[src/rtl/clock_period_monitor_pkg.sv]
// Shared types and helpers for the slow-clock period monitor and the
// divider-side benches that need the same counter width.
package clock_period_monitor_pkg;

  typedef enum logic [1:0] {
    IDLE    = 2'd0,
    ARMING  = 2'd1,
    MEASURE = 2'd2
  } cpm_state_e;

  // Wide enough to hold EXPECTED+TOLERANCE+1, the longest reportable period.
  function automatic int cpm_cnt_w(input int expected, input int tolerance);
    return $clog2(expected + tolerance + 2);
  endfunction

endpackage

[src/rtl/sync_rise_detect.sv]
// Multi-flop synchroniser for an asynchronous level, followed by a registered
// rising-edge detector. Reusable for any slow asynchronous input.
module sync_rise_detect #(
  parameter int SYNC_STAGES = 2
) (
  input  logic clk,
  input  logic rst_n,
  input  logic async_in,
  output logic rise
);

  logic [SYNC_STAGES-1:0] sync_p0;
  logic                   prev_p1;

  always_ff @(posedge clk or negedge rst_n) begin
    if (!rst_n) begin
      sync_p0 <= '0;
      prev_p1 <= 1'b0;
      rise    <= 1'b0;
    end else begin
      sync_p0 <= {sync_p0[SYNC_STAGES-2:0], async_in};
      prev_p1 <= sync_p0[SYNC_STAGES-1];
      rise    <= sync_p0[SYNC_STAGES-1] & ~prev_p1;
    end
  end

endmodule

[src/rtl/clock_period_monitor.sv]
// Measures the rise-to-rise period of a slow asynchronous clock in system
// cycles, flags out-of-window periods and stuck input, and reports lock.
module clock_period_monitor
  import clock_period_monitor_pkg::*;
#(
  parameter int  EXPECTED    = 128,
  parameter int  TOLERANCE   = 2,
  parameter int  SYNC_STAGES = 2,
  parameter int  LOCK_COUNT  = 4,
  localparam int CNT_W       = cpm_cnt_w(EXPECTED, TOLERANCE)
) (
  input  logic             clk,
  input  logic             rst_n,
  input  logic             enable,
  input  logic             clk_in,
  output logic             edge_pulse,
  output logic [CNT_W-1:0] period,
  output logic             period_valid,
  output logic             err_fast,
  output logic             err_slow,
  output logic             locked
);

  localparam int               GOOD_W   = $clog2(LOCK_COUNT + 1);
  localparam logic [CNT_W-1:0] P_MIN    = CNT_W'(EXPECTED - TOLERANCE);
  localparam logic [CNT_W-1:0] CNT_MAX  = CNT_W'(EXPECTED + TOLERANCE);
  localparam logic [GOOD_W-1:0] GOOD_MAX = GOOD_W'(LOCK_COUNT);

  function automatic logic [GOOD_W-1:0] sat_inc(input logic [GOOD_W-1:0] g);
    return (g == GOOD_MAX) ? g : g + 1'b1;
  endfunction

  logic              rise;
  cpm_state_e        state_q, state_d;
  logic [CNT_W-1:0]  cnt_q, cnt_d, p_new;
  logic [GOOD_W-1:0] good_q, good_d, good_inc;
  logic [CNT_W-1:0]  period_d;
  logic              pv_d, ef_d, es_d, locked_d;

  sync_rise_detect #(.SYNC_STAGES(SYNC_STAGES)) u_sync (
    .clk      (clk),
    .rst_n    (rst_n),
    .async_in (clk_in),
    .rise     (rise)
  );

  assign p_new    = cnt_q + 1'b1;
  assign good_inc = sat_inc(good_q);

  always_comb begin
    state_d  = state_q;
    cnt_d    = cnt_q;
    good_d   = good_q;
    period_d = period;
    pv_d     = 1'b0;
    ef_d     = 1'b0;
    es_d     = 1'b0;
    locked_d = locked;
    if (!enable) begin
      // Dropping enable discards any partial measurement without a report.
      state_d  = IDLE;
      cnt_d    = '0;
      good_d   = '0;
      locked_d = 1'b0;
    end else begin
      case (state_q)
        IDLE: begin
          state_d = ARMING;
          cnt_d   = '0;
        end
        ARMING: begin
          if (rise) begin
            cnt_d   = '0;
            state_d = MEASURE;
          end
        end
        MEASURE: begin
          // A rise wins over a coincident timeout so that period is reported.
          if (rise) begin
            cnt_d    = '0;
            period_d = p_new;
            pv_d     = 1'b1;
            if (p_new < P_MIN) begin
              ef_d     = 1'b1;
              good_d   = '0;
              locked_d = 1'b0;
            end else if (p_new > CNT_MAX) begin
              es_d     = 1'b1;
              good_d   = '0;
              locked_d = 1'b0;
            end else begin
              good_d   = good_inc;
              locked_d = (good_inc == GOOD_MAX);
            end
          end else if (cnt_q == CNT_MAX) begin
            es_d     = 1'b1;
            good_d   = '0;
            locked_d = 1'b0;
            cnt_d    = '0;
            state_d  = ARMING;
          end else begin
            cnt_d = cnt_q + 1'b1;
          end
        end
        default: state_d = IDLE;
      endcase
    end
  end

  always_ff @(posedge clk or negedge rst_n) begin
    if (!rst_n) begin
      state_q      <= IDLE;
      cnt_q        <= '0;
      good_q       <= '0;
      edge_pulse   <= 1'b0;
      period       <= '0;
      period_valid <= 1'b0;
      err_fast     <= 1'b0;
      err_slow     <= 1'b0;
      locked       <= 1'b0;
    end else begin
      state_q      <= state_d;
      cnt_q        <= cnt_d;
      good_q       <= good_d;
      edge_pulse   <= rise;
      period       <= period_d;
      period_valid <= pv_d;
      err_fast     <= ef_d;
      err_slow     <= es_d;
      locked       <= locked_d;
    end
  end

endmodule

[config.mk]
export PLATFORM = sky130hd
export DESIGN_NAME = clock_period_monitor
export DESIGN_NICKNAME = d
export VERILOG_FILES = /design/src/rtl/clock_period_monitor_pkg.sv /design/src/rtl/sync_rise_detect.sv /design/src/rtl/clock_period_monitor.sv
export SDC_FILE = /design/constraint.sdc
export NUM_CORES = 1
export LEC_CHECK = 0
export CAP_MARGIN = 20
export CORE_MARGIN = 4
export CORE_UTILIZATION = 35
export CTS_CLUSTER_SIZE = 16
export DETAILED_ROUTE_END_ITERATION = 8
export PLACE_DENSITY_LB_ADDON = 0.05
export SYNTH_ARGS = -nofsm -noshare
export SYNTH_HDL_FRONTEND = slang
export SYNTH_SLANG_ARGS = --single-unit
[constraint.sdc]
create_clock -name clk -period 3.05 [get_ports clk]
set_input_delay 0.305 -clock clk [delete_from_list [all_inputs] [get_ports clk]]
set_output_delay 0.305 -clock clk [all_outputs]
set_load 0.02 [all_outputs]
# Word-level counts from Yosys, hierarchy flattened
# Index checks and enable logic that the tools add are counted.
# W data, S select, Z words.
# totals
regBits	30
out_inout_bits	13
# op_classes
add_sub_neg	2
n_lt_le_gt_ge	2
eq_ne	11
muxes	36
bitwise	2
reduce_logical	5
# op_table
op	count
$mux W8	4
$pmux W8 S3	1
$mux W3	7
$mux W1	19
$add A8 B1 Y8 const B	1
$eq A8 B8 Y1 const B	1
$gt A8 B8 Y1 const B	1
$lt A8 B7 Y1 const B	1
$mux W2	4
$eq A3 B3 Y1 const B	2
$ne A3 B3 Y1 const B	2
$pmux W2 S3	1
$reduce_and A3 Y1	2
$ne A4 B1 Y1 const B	1
$reduce_and A2 Y1	2
$add A3 B1 Y3 const B	1
$ne A3 B1 Y1 const B	1
$ne A3 B2 Y1 const B	1
$eq A2 B1 Y1 const B	1
$eq A2 B2 Y1 const B	1
$logic_not A2 Y1	1
$ne A2 B1 Y1 const B	1
$and A1 B1 Y1	1
$not A1 Y1	1

# Longest topological paths before layout
# Gate-level depths: netlist (run 1).
# depth
depth_word	8
ltp_mapped	10

# Hierarchy
# From an unflattened synthesis (run 1), not the netlist that was laid out.
# unflattened
hier_cells	159
hier_area_um2	1565.3
# modules_own_cells
mod	instances	cells_per_inst	area_each_um2	seq_area_each_um2
clock_period_monitor	1	154	1451.4	650.6
sync_rise_detect	1	5	113.9	100.1

# Worst setup path after synthesis (run 1)
# Ideal clock, no wire load.
# synth_timing
kind	register -> register
startpoint	reg cnt_q[0]
endpoint	reg good_q[0]
setup_time_ns	0.122
arrival_time_ns	1.973
path_slack_ns	0.955
stages_incl_launch_ff	10
n_path_buf	1
period_less_slack_ns	2.095
path_cell_list	dfrtp_1 -> buf_2 -> inv_1 -> ha_1 -> nor2_1 -> nor4_1 -> o32ai_1 -> o32ai_4 -> a31oi_1 -> o21ai_1
# synth_via
elab_chain_cells	7
word_cells_on_any_way	11
# synth_lines
element	line_no	source
from (decl)	clock_period_monitor.sv:35	logic [CNT_W-1:0] cnt_q, cnt_d, p_new;
from (signal assigned)	clock_period_monitor.sv:123	cnt_q <= cnt_d;
$add A8 B1 Y8 *	clock_period_monitor.sv:47	assign p_new = cnt_q + 1'b1;
via p_new[0]	clock_period_monitor.sv:35	
$gt A8 B8 Y1	clock_period_monitor.sv:87	end else if (p_new > CNT_MAX) begin
$mux W3	clock_period_monitor.sv:87	
$mux W3 *	clock_period_monitor.sv:83	if (p_new < P_MIN) begin
$mux W3 *	clock_period_monitor.sv:79	if (rise) begin
$mux W3 *	clock_period_monitor.sv:66	case (state_q)
$mux W3 *	clock_period_monitor.sv:59	if (!enable) begin
to (signal assigned)	clock_period_monitor.sv:124	good_q <= good_d;
to (decl)	clock_period_monitor.sv:36	logic [GOOD_W-1:0] good_q, good_d, good_inc;
# Mark *: on every way through the listed nets, which the timed path passes. The rest lies on a longest branch. The select of a mux whose other input is x is not followed.
# A chain may end at the register's enable or synchronous reset.

# Worst setup path in the final report (run 1)
# layout_timing
startpoint	reg cnt_q[0]
endpoint	reg good_q[2]
# layout_via
elab_chain_cells	7
word_cells_on_any_way	11
# layout_lines
element	line_no
$add A8 B1 Y8	clock_period_monitor.sv:47
$gt A8 B8 Y1	clock_period_monitor.sv:87
$mux W3	clock_period_monitor.sv:87
$mux W3	clock_period_monitor.sv:83
$mux W3	clock_period_monitor.sv:79
$mux W3	clock_period_monitor.sv:66
$mux W3	clock_period_monitor.sv:59
# Several ways; a longest one is shown, not always the timed one. The select of a mux whose other input is x is not followed.

==> results of run 1 <==
[routing by layer]
metal	part of all wire [%]	GRT usage (%)	wire, um
met1	53	18.5	1800
met2	41	18.8	1400
met3	4.5	3.96	152
met4	1.8	5.83	61
met5	0	0	0
[synthesized netlist by cell type (2+ instances only)]
cell	count	area [um^2]
nand2b_1	5	31.3
nor2_1	14	52.6
buf_2	6	30.0
ha_1	4	50.1
o41ai_1	2	17.5
and3_1	2	12.5
o32ai_1	2	17.5
and2_1	5	31.3
a31oi_1	4	25.0
o21ai_0	16	80.1
o22ai_1	3	18.8
nor2b_1	3	18.8
clkbuf_1	2	7.51
o21ai_1	3	15.0
or3_1	3	18.8
xor2_1	2	17.5
xnor2_1	3	26.3
nand3_1	5	25.0
nor4_1	2	12.5
nand4_1	2	12.5
a21oi_1	5	25.0
inv_1	5	18.8
nor3_1	2	10.0
nand2_1	21	78.8
o31ai_1	3	22.5
dfrtp_1	30	751
[sequential cells by signal (all words and copies together) (netlist names)]
signal	count
cnt_q	8
edge_pulse	1
err_fast	1
err_slow	1
good_q	3
locked	1
period	8
period_valid	1
state_q	2
u_sync.prev_p1	1
u_sync.rise	1
u_sync.sync_p0	2
[stage by stage]
stage | util (%) | power, uW | std cells | hold WS [ps]
finish | 43.5 | 882 | 242 | 362
global route | 43.5 | 919 | 242 | 379
detailed placement | 41.0 | 501 | 234 | 336
CTS | 43.5 | 896 | 242 | 366
global placement | 41.0 | 502 | 234 | 348
floorplan | - | 460 | 172 | 9.41
[worst max-delay path, stage by stage (launching register included)]
cell and delay (ps):
dfrtp_1 510, ha_1 390, and3_1 230, and2_1 160
o32ai_1 580, o22ai_1 230, a31oi_1 200, nor2_1 60
[cell families after synthesis]
family,count (synthesis),share of synthesized area (%)
fa+ha+maj,4,3.11
xor+xnor,5,2.72
buf+inv,14,3.74
compound gates,47,19.8
flops,30,46.7
simple gates,72,24.0
[cells in the final DEF (no fill, tap or decap), types with 3 or more instances in the layout]
| master | synthesis | layout |
|---|---|---|
| a21oi_1 | 5 | 5 |
| a31oi_1 | 4 | 4 |
| and2_1 | 5 | 5 |
| clkbuf_8 | 0 | 5 |
| clkdlybuf4s50_1 | 0 | 16 |
| dfrtp_1 | 30 | 30 |
| ha_1 | 4 | 4 |
| inv_1 | 5 | 5 |
| nand2_1 | 21 | 21 |
| nand2b_1 | 5 | 5 |
| nand3_1 | 5 | 5 |
| nor2_1 | 14 | 14 |
| nor2b_1 | 3 | 3 |
| o21ai_0 | 16 | 16 |
| o21ai_1 | 3 | 3 |
| o22ai_1 | 3 | 3 |
| o31ai_1 | 3 | 3 |
| or3_1 | 3 | 3 |
| xnor2_1 | 3 | 3 |
[worst min-delay path by stage]
stage / startpoint / slack (ps) / cells after the start / endpoint
finish: u_sync.sync_p0[0] / 360 / 0 / u_sync.sync_p0[1]
detailed placement: u_sync.sync_p0[0] / 340 / 0 / u_sync.sync_p0[1]
floorplan: rst_n / 9 / 0 / cnt_q[0]
CTS: u_sync.sync_p0[0] / 370 / 0 / u_sync.sync_p0[1]
global placement: u_sync.sync_p0[0] / 350 / 0 / u_sync.sync_p0[1]
global route: u_sync.sync_p0[0] / 380 / 0 / u_sync.sync_p0[1]
[layout make-up]
| cell class | count | share of cell area (%) |
|---|---|---|
| flip-flops and latches | 30 | 39.1 |
| clock buffers | 5 | 3.59 |
| repair buffers | 18 | 9.13 |
| clock inverters | 3 | 2.09 |
| inverters | 6 | 1.17 |
| multi-input cells | 128 | 41.5 |
| well taps | 52 | 3.39 |
[power groups by stage]
stage | Clock [uW] | Sequential (uW) | Combinational, uW
after floorplan | 0 | 440 | 19.6
after detailed placement | 0 | 431 | 69.8
after CTS | 403 | 424 | 69.9
final | 390 | 424 | 68.1
after global placement | 0 | 431 | 70.4
after global routing | 419 | 425 | 75.3
==> metrics, run 1 <==
Internal Power 683 uW; total global routing overflow 0; sequential cell area 751 um^2; CP arrival 2660 ps; Core Footprint 0.00441 mm^2; clock power share 44.2%; Seq pwr share 48.1%; P per Cell Area 460 mW/mm^2; Slew @ Worst Pin 678 ps; Leakage Power 0.000765 uW; RR Endpoint good_q[2]; worst slack, placed 565 ps; wire per inst 14.1 um; register bit count reported by yosys 30; Initial Util 36.4%; die width 75.8 um; Worst setup startpoint cnt_q[0]; TritonCTS Sinks 30; worst hold path class reg -> reg; Post-DP Area 0.00181 mm^2; crit path max fanout 13; final hold vios 0; outcome completed; worst setup margin 560 ps; Sw Pwr 199 uW; DRT iter0 DRCs 66; RR Startpoint cnt_q[0]; row count 24; CTS tree yes; clk buf depth 2; antenna-violating nets left 0; post-synthesis sequential area ratio 46.7%; CTS root buf clkbuf_8; H-Tree Depth 2; first-pass GRT wire length 5670 um; Net count, final 197; height of the die 75.8 um; vias post-DR 1,272; GRT Overall Usage 13.3%; Final Cell Area 0.00192 mm^2; IO buf count 16; largest net degree at the start of global routing 31; Syn Std Cell Area 0.00161 mm^2; fill cell count 423; Post-synth ARST share 100%; area delta synth->final 19.4%; cts hold-fix bufs 0; layout cell share with drive strength beyond 1 8.42%; Data required, critical path 3220 ps; period utilization 81.6%; number of synthesized flops with an enable pin 0; number of remaining DRC errors 0; Relative slew margins 54.8%; via-per-instance ratio 5.26; Clock Skew 9.53 ps; Critical Path Sink Type flip-flop; final setup vio count 0; GPL Wtd Cong 0.802; WS Path Type reg -> reg; Post-Route WL 3410 um; clock slew seen by the registers of the worst setup and hold paths 70 ps; Final Critical Period 2490 ps; Max-cap violations 0; syn_area_per_cell 9.35 um^2; count of different cell masters after synthesis 44; Yosys Warn Count 0; Gate power share 7.7%; final setup TNS 0 ps; initial antenna violation count 0; maximum VDD drop 224 uV; Max Slew Vio Count 0; CTS buffer count 5; diodes inserted 0; switch share 22.5%; # resized after CTS 0; number of global-route vias before repair 1,138; FF-to-FF setup slack 560 ps; Synth Net Count 180; full die area 0.00574 mm^2; Clock Latency Late Sink 290 ps; postcts setup bufs 0; HPWL Detailed 2480 um; R2R depth 7; I/O pins 17; Synth Flop Type dfrtp_1; Startpoint Class flip-flop; Pre-antenna DRT Iters 5; RSZ-0062 raised after global routing false; area of the multi-input gates 797 um^2; fmax 0.402 GHz; cells after synthesis 172; crit path capture good_q[2]
Note: power is estimated with default switching activity, not from simulation.
==> run 2, diff against run 1 <==
Clock period 3.05 ns to 2.33 ns, I/O delays scaled along.
==> run 2 against run 1 <==
  * Wire length up 6.6%
  * Worst hold slack got worse by 22 ps
  * Maximum frequency is 18% higher
  * Sequential share of layout area fell by 0.96 points
  * Cell area grew 2.9%
  * Global-route usage is 1.1 points higher
  * Flip-flop and latch count is the same
  * Combinational power grew 37%
==> metrics, run 2 (synthesized netlist as in run 1, its figures left out) <==
Post-Route WL 3640 um (+6.6%); Initial Util 36.4% (unchanged); Internal Power 821 uW (+20%); Max Slew Vio Count 0 (unchanged); CTS buffer count 5 (unchanged); RR Endpoint good_q[0]; layout cell share with drive strength beyond 1 13.6% (+5.1 points); fill cell count 423 (unchanged); Clock Skew 7.29 ps (-2.24 ps); most common library cell in the layout ignoring fill and taps dfrtp_1; Sw Pwr 257 uW (+29%); largest net degree at the start of global routing 31 (unchanged); clock power share 40.1% (-4.1 points); R2R depth 8 (+1); Max-cap violations 0 (unchanged); sequential cell area 753 um^2 (+0.33%); postcts setup bufs 0 (unchanged); via-per-instance ratio 5.43 (+3.4%); Pre-antenna DRT Iters 4 (-1); end-of-flow core utilization 44.7% (+1.2 points); H-Tree Depth 2 (unchanged); antenna-violating nets left 0 (unchanged); GRT Overall Usage 14.4% (+1.1 points); TritonCTS Sinks 30 (unchanged); crit path cell chain inv_1 > ha_2 > or2b_1 > a21oi_1 > o21ai_1 > o32ai_4 > a31oi_1 > o21ai_1; maximum VDD drop 280 uV (+25%); clk buf depth 2 (unchanged); I/O pins 17 (unchanged); # resized after CTS 0 (unchanged); P per Cell Area 546 mW/mm^2 (+19%); switch share 23.8% (+1.3 points); Net count, final 206 (+4.6%); total global routing overflow 0 (unchanged); vias post-DR 1,364 (+7.2%); HPWL Detailed 2620 um (+5.4%); final hold vios 0 (unchanged); Final Critical Period 2110 ps (-380 ps); Core Footprint 0.00441 mm^2 (unchanged); clock slew seen by the registers of the worst setup and hold paths 70 ps (about the same); FF-to-FF setup slack 220 ps (-340 ps); outcome completed; Startpoint Class flip-flop; number of global-route vias before repair 1,271 (+12%); DRT iter0 DRCs 74 (+12%); Seq pwr share 51.2% (+3.1 points); most frequent cells in the layout 28 x dfrtp_1, 21 x nand2_1, 16 x clkdlybuf4s50_1; fmax 0.474 GHz (+18%); final setup vio count 0 (unchanged); final setup TNS 0 ps (unchanged); GPL Wtd Cong 0.934 (+17%); worst hold path class in -> async; IO buf count 16 (unchanged); Gate power share 8.7% (+1.0 points); WS Path Type reg -> reg; Relative slew margins 67.7% (+13 points); Critical Path Sink Type flip-flop; full die area 0.00574 mm^2 (unchanged); RR Startpoint cnt_q[0]; die width 75.8 um (unchanged); CTS tree yes; initial antenna violation count 0 (unchanged); wire per inst 14.5 um (+2.7%); Slew @ Worst Pin 484 ps (-194 ps); number of remaining DRC errors 0 (unchanged); Data required, critical path 2530 ps (-690 ps); CP dominant cell by count o21ai_1; CTS root buf clkbuf_8; Worst path max stage delay 440 ps (-140 ps); area of the multi-input gates 800 um^2 (+0.31%); period utilization 90.5% (+8.9 points); Clock Latency Late Sink 280 ps (about the same); Leakage Power 0.000797 uW (+4.2%); RSZ-0062 raised after global routing false; biggest regs cnt_q (8), period (8), good_q (3); CP arrival 2310 ps (-350 ps); height of the die 75.8 um (unchanged); area delta synth->final 22.8%; row count 24 (unchanged); diodes inserted 0 (unchanged); slowest stage cell, crit path dfrtp_2; cts hold-fix bufs 0 (unchanged); first-pass GRT wire length 6160 um (+8.6%); crit path max fanout 5 (-8)
run 2: per-layer routing:
metal  share of wire, %  global-route usage, %  up-vias
met1                 50                   20.4      650
met4                2.1                   6.41        0
met5                  0                      0        -
met2                 44                   20.4       33
li1                   -                      -      672
met3                3.7                   3.83        9
run 2: final cells by class:
type                    instances  area share, %
well taps                      52           3.30
repair buffers                 27           12.3
multi-input cells             128           40.5
flip-flops and latches         30           38.1
clock buffers                   7           4.37
clock inverters                 1          0.253
inverters                       6           1.14
run 2: worst max-delay path, delay by kind of cell (launching register included):
kind	cells	cell delay, ps
compound gates	5	960
fa+ha+maj	1	300
buf+inv	1	80
flops	1	440
simple gates	1	240
run 2: worst max path at each step:
stage	endpoint	slack [ps]	from
final	good_q[0]	220	cnt_q[0]
after global routing	cnt_q[3]	20	cnt_q[4]
after CTS	good_q[0]	160	cnt_q[0]
after detailed placement	good_q[0]	180	cnt_q[0]
after global placement	cnt_q[6]	230	enable
after floorplan	good_q[0]	230	cnt_q[0]
run 2: stage by stage:
| stage | instance area (um^2) | setup slack, ps | instances | hold WS (ps) | total power, uW |
|---|---|---|---|---|---|
| after global placement | 1880 | 234 | 243 | 346 | 656 |
| after floorplan | 1610 | 235 | 172 | -62.6 | 602 |
| after CTS | 1970 | 162 | 251 | 360 | 1100 |
| after global routing | 1970 | 22.0 | 251 | 375 | 1130 |
| final | 1970 | 220 | 251 | 340 | 1080 |
| after detailed placement | 1880 | 184 | 243 | 340 | 657 |
run 2: power groups by stage:
stage          clock [uW]  sequential [uW]  combinational (uW)
5_1_grt               471              555                 104
3_5_place_dp            0              562                95.0
3_3_place_gp            0              562                94.3
2_1_floorplan           0              577                25.6
6_report              432              552                93.5
4_1_cts               449              552                95.3
==> run 3, diff against run 2 <==
--- a/config.mk
+++ b/config.mk
@@ -13,2 +13,3 @@
 export PLACE_DENSITY_LB_ADDON = 0.05
+export SKIP_LAST_GASP = 1
 export SYNTH_ARGS = -nofsm -noshare
==> constraint.sdc (replaced) <==
create_clock -name clk -period 2.33 [get_ports clk]
set_input_delay 0.466 -clock clk [delete_from_list [all_inputs] [get_ports clk]]
set_output_delay 0.466 -clock clk [all_outputs]
set_load 0.02 [all_outputs]
==> run 3 against run 2 <==
  * Global-route usage is 0.37 points higher
  * Non-clock buffer count grew 2
  * Via count grew 1.3%
  * Worst hold slack better by 20 ps
  * Power is 0.75% higher
  * Clock power increased by 2%
  * Core utilization up 0.28 points
  * Clock skew increased by 0.55 ps
  * Sequential share of layout area fell by 0.37 points
  * Die area is the same
  * Flip-flop and latch count did not move
  * Largest cell class unchanged
  * Largest power group unchanged
==> metrics, run 3 (synthesized netlist as in run 1, its figures left out) <==
H-Tree Depth 2 (unchanged); final setup vio count 0 (unchanged); Data required, critical path 2490 ps (-40 ps); CP dominant cell by count or3_1; number of remaining DRC errors 0 (unchanged); HPWL Detailed 2690 um (+2.9%); GRT Overall Usage 14.8% (+0.37 points); HP Start u_sync.sync_p0[0]; area delta synth->final 23.6%; R2R depth 6 (-2); Internal Power 821 uW (about the same); worst hold path class reg -> reg; RSZ-0062 raised after global routing false; full die area 0.00574 mm^2 (unchanged); wire per inst 14.7 um (+1.5%); fmax 0.474 GHz (about the same); clock power share 40.6% (+0.5 points); Core Footprint 0.00441 mm^2 (unchanged); I/O pins 17 (unchanged); height of the die 75.8 um (unchanged); CTS tree yes; Slew @ Worst Pin 510 ps (+26.1 ps); DRT iter0 DRCs 65 (-12%); Leakage Power 0.000811 uW (+1.7%); Critical Path Sink Type flip-flop; Post-Route WL 3720 um (+2.3%); most frequent cells in the layout 30 x dfrtp_1, 21 x nand2_1, 16 x o21ai_0, 16 x clkdlybuf4s50_1, 14 x nor2_1; outcome completed; Net count, final 208 (+0.97%); first-pass GRT wire length 6310 um (+2.5%); Max-cap violations 0 (unchanged); Buf/Inv on CP 0 (-1); Startpoint Class flip-flop; Max Slew Vio Count 0 (unchanged); crit path cell chain or3_1 > nor4_1 > or3_1 > a21oi_1 > o21ai_0 > o31ai_1; slowest stage cell, crit path dfrtp_1; most common library cell in the layout ignoring fill and taps dfrtp_1; CP Depth 6 (-2); largest net degree at the start of global routing 31 (unchanged); sink of the worst hold path u_sync.sync_p0[1]; Pre-antenna DRT Iters 4 (unchanged); diodes inserted 0 (unchanged); crit path max fanout 12 (+7); CP arrival 2270 ps (-40 ps); CTS buffer count 5 (unchanged); CTS root buf clkbuf_8; maximum VDD drop 229 uV (-18%); Final Critical Period 2110 ps (-1.51 ps); initial antenna violation count 0 (unchanged); Clock Latency Late Sink 280 ps (about the same); final setup TNS 0 ps (unchanged); RR Startpoint cnt_q[4]; number of global-route vias before repair 1,340 (+5.4%); Fin Hold WS 360 ps (+19.8 ps); Initial Util 36.4% (unchanged); vias post-DR 1,382 (+1.3%); final hold vios 0 (unchanged); WS Path Type reg -> reg; row count 24 (unchanged); FF-to-FF setup slack 220 ps (about the same); period utilization 90.5% (about the same); Clock Skew 7.84 ps (+0.553 ps); antenna-violating nets left 0 (unchanged); Seq pwr share 50.9% (-0.3 points); switch share 24.4% (+0.59 points); clock slew seen by the registers of the worst setup and hold paths 70 ps (about the same); Sw Pwr 265 uW (+3.2%); Worst path max stage delay 490 ps (+50 ps); RR Endpoint cnt_q[3]; IO buf count 16 (unchanged); TritonCTS Sinks 30 (unchanged); GPL Wtd Cong 0.796 (-15%); biggest regs cnt_q (8), period (8), good_q (3); Worst Hold Path Cells 0; P per Cell Area 547 mW/mm^2 (+0.12%); Crit path max-delay family simple AND/OR/NAND/NOR gates; layout cell share with drive strength beyond 1 13.4% (-0.14 points); via-per-instance ratio 5.46 (+0.52%); Relative slew margins 66.0% (-1.7 points); total global routing overflow 0 (unchanged); clk buf depth 2 (unchanged); Gate power share 8.5% (-0.2 points); die width 75.8 um (unchanged); Power Total 1090 uW (+0.75%)
-- run 3: cell types whose count changed in the layout (fill, tap and decap cells not counted) --
cell | previous run | this run
dfrtp_1 | 28 | 30
dfrtp_2 | 2 | 0
o21ai_0 | 15 | 16
buf_4 | 11 | 13
o21ai_1 | 4 | 3
-- run 3: worst register-to-register path: cells and delay by family (launching register included) --
family | cells | cell delay [ps]
and+or+nand+nor | 3 | 1180
AOI/OAI and AO/OA | 3 | 330
DFF | 1 | 490
-- run 3: power groups by stage --
stage | Combinational (uW) | Clock (uW) | Sequential [uW]
floorplan | 25.6 | 0 | 577
global placement | 94.2 | 0 | 561
CTS | 95.4 | 458 | 553
finish | 92.8 | 441 | 553
global route | 103 | 482 | 555
detailed placement | 95.1 | 0 | 562
-- run 3: per-stage QoR --
| step | cells | worst slack, ps | util (%) | area, um^2 |
|---|---|---|---|---|
| CTS | 253 | 193 | 45.0 | 1980 |
| global route | 253 | 20.6 | 45.0 | 1990 |
| finish | 253 | 222 | 45.0 | 1990 |
| global placement | 245 | 236 | 42.9 | 1890 |
| floorplan | 172 | 235 | - | 1610 |
| detailed placement | 245 | 191 | 42.9 | 1890 |
-- run 3: what timing repair did --
action,4_1_cts,5_1_grt
endpoints found under the setup margin,0,2
resized for setup,0,1
hold buffers,0,0
setup buffers,0,0
hold endpoints to repair,0,0
-- run 3: how the worst max path moves through the flow --
stage          startpoint   endpoint  slack, ps
6_report         cnt_q[4]   cnt_q[3]        220
5_1_grt          cnt_q[0]  good_q[0]         20
4_1_cts          cnt_q[1]  good_q[2]        190
3_5_place_dp       enable  good_q[0]        190
3_3_place_gp       enable   cnt_q[3]        240
2_1_floorplan    cnt_q[0]  good_q[0]        230
-- run 3: area by class of cell --
class                   count  area, um^2
multi-input cells         128         800
clock inverters             1        5.00
inverters                   6        22.5
flip-flops and latches     30         751
well taps                  52        65.1
repair buffers             29         258
clock buffers               7        86.3
fillers                   436        2430
-- run 3: metal layers --
layer / vias up / global-route usage [%] / share of wire [%] / wire length, um
met3: 6 / 4.49 / 5.8 / 217
met4: 0 / 5.24 / 1.6 / 61
met5: - / 0 / 0 / 0
li1: 666 / - / - / -
met2: 44 / 22.7 / 43 / 1610
met1: 666 / 19.6 / 49 / 1830
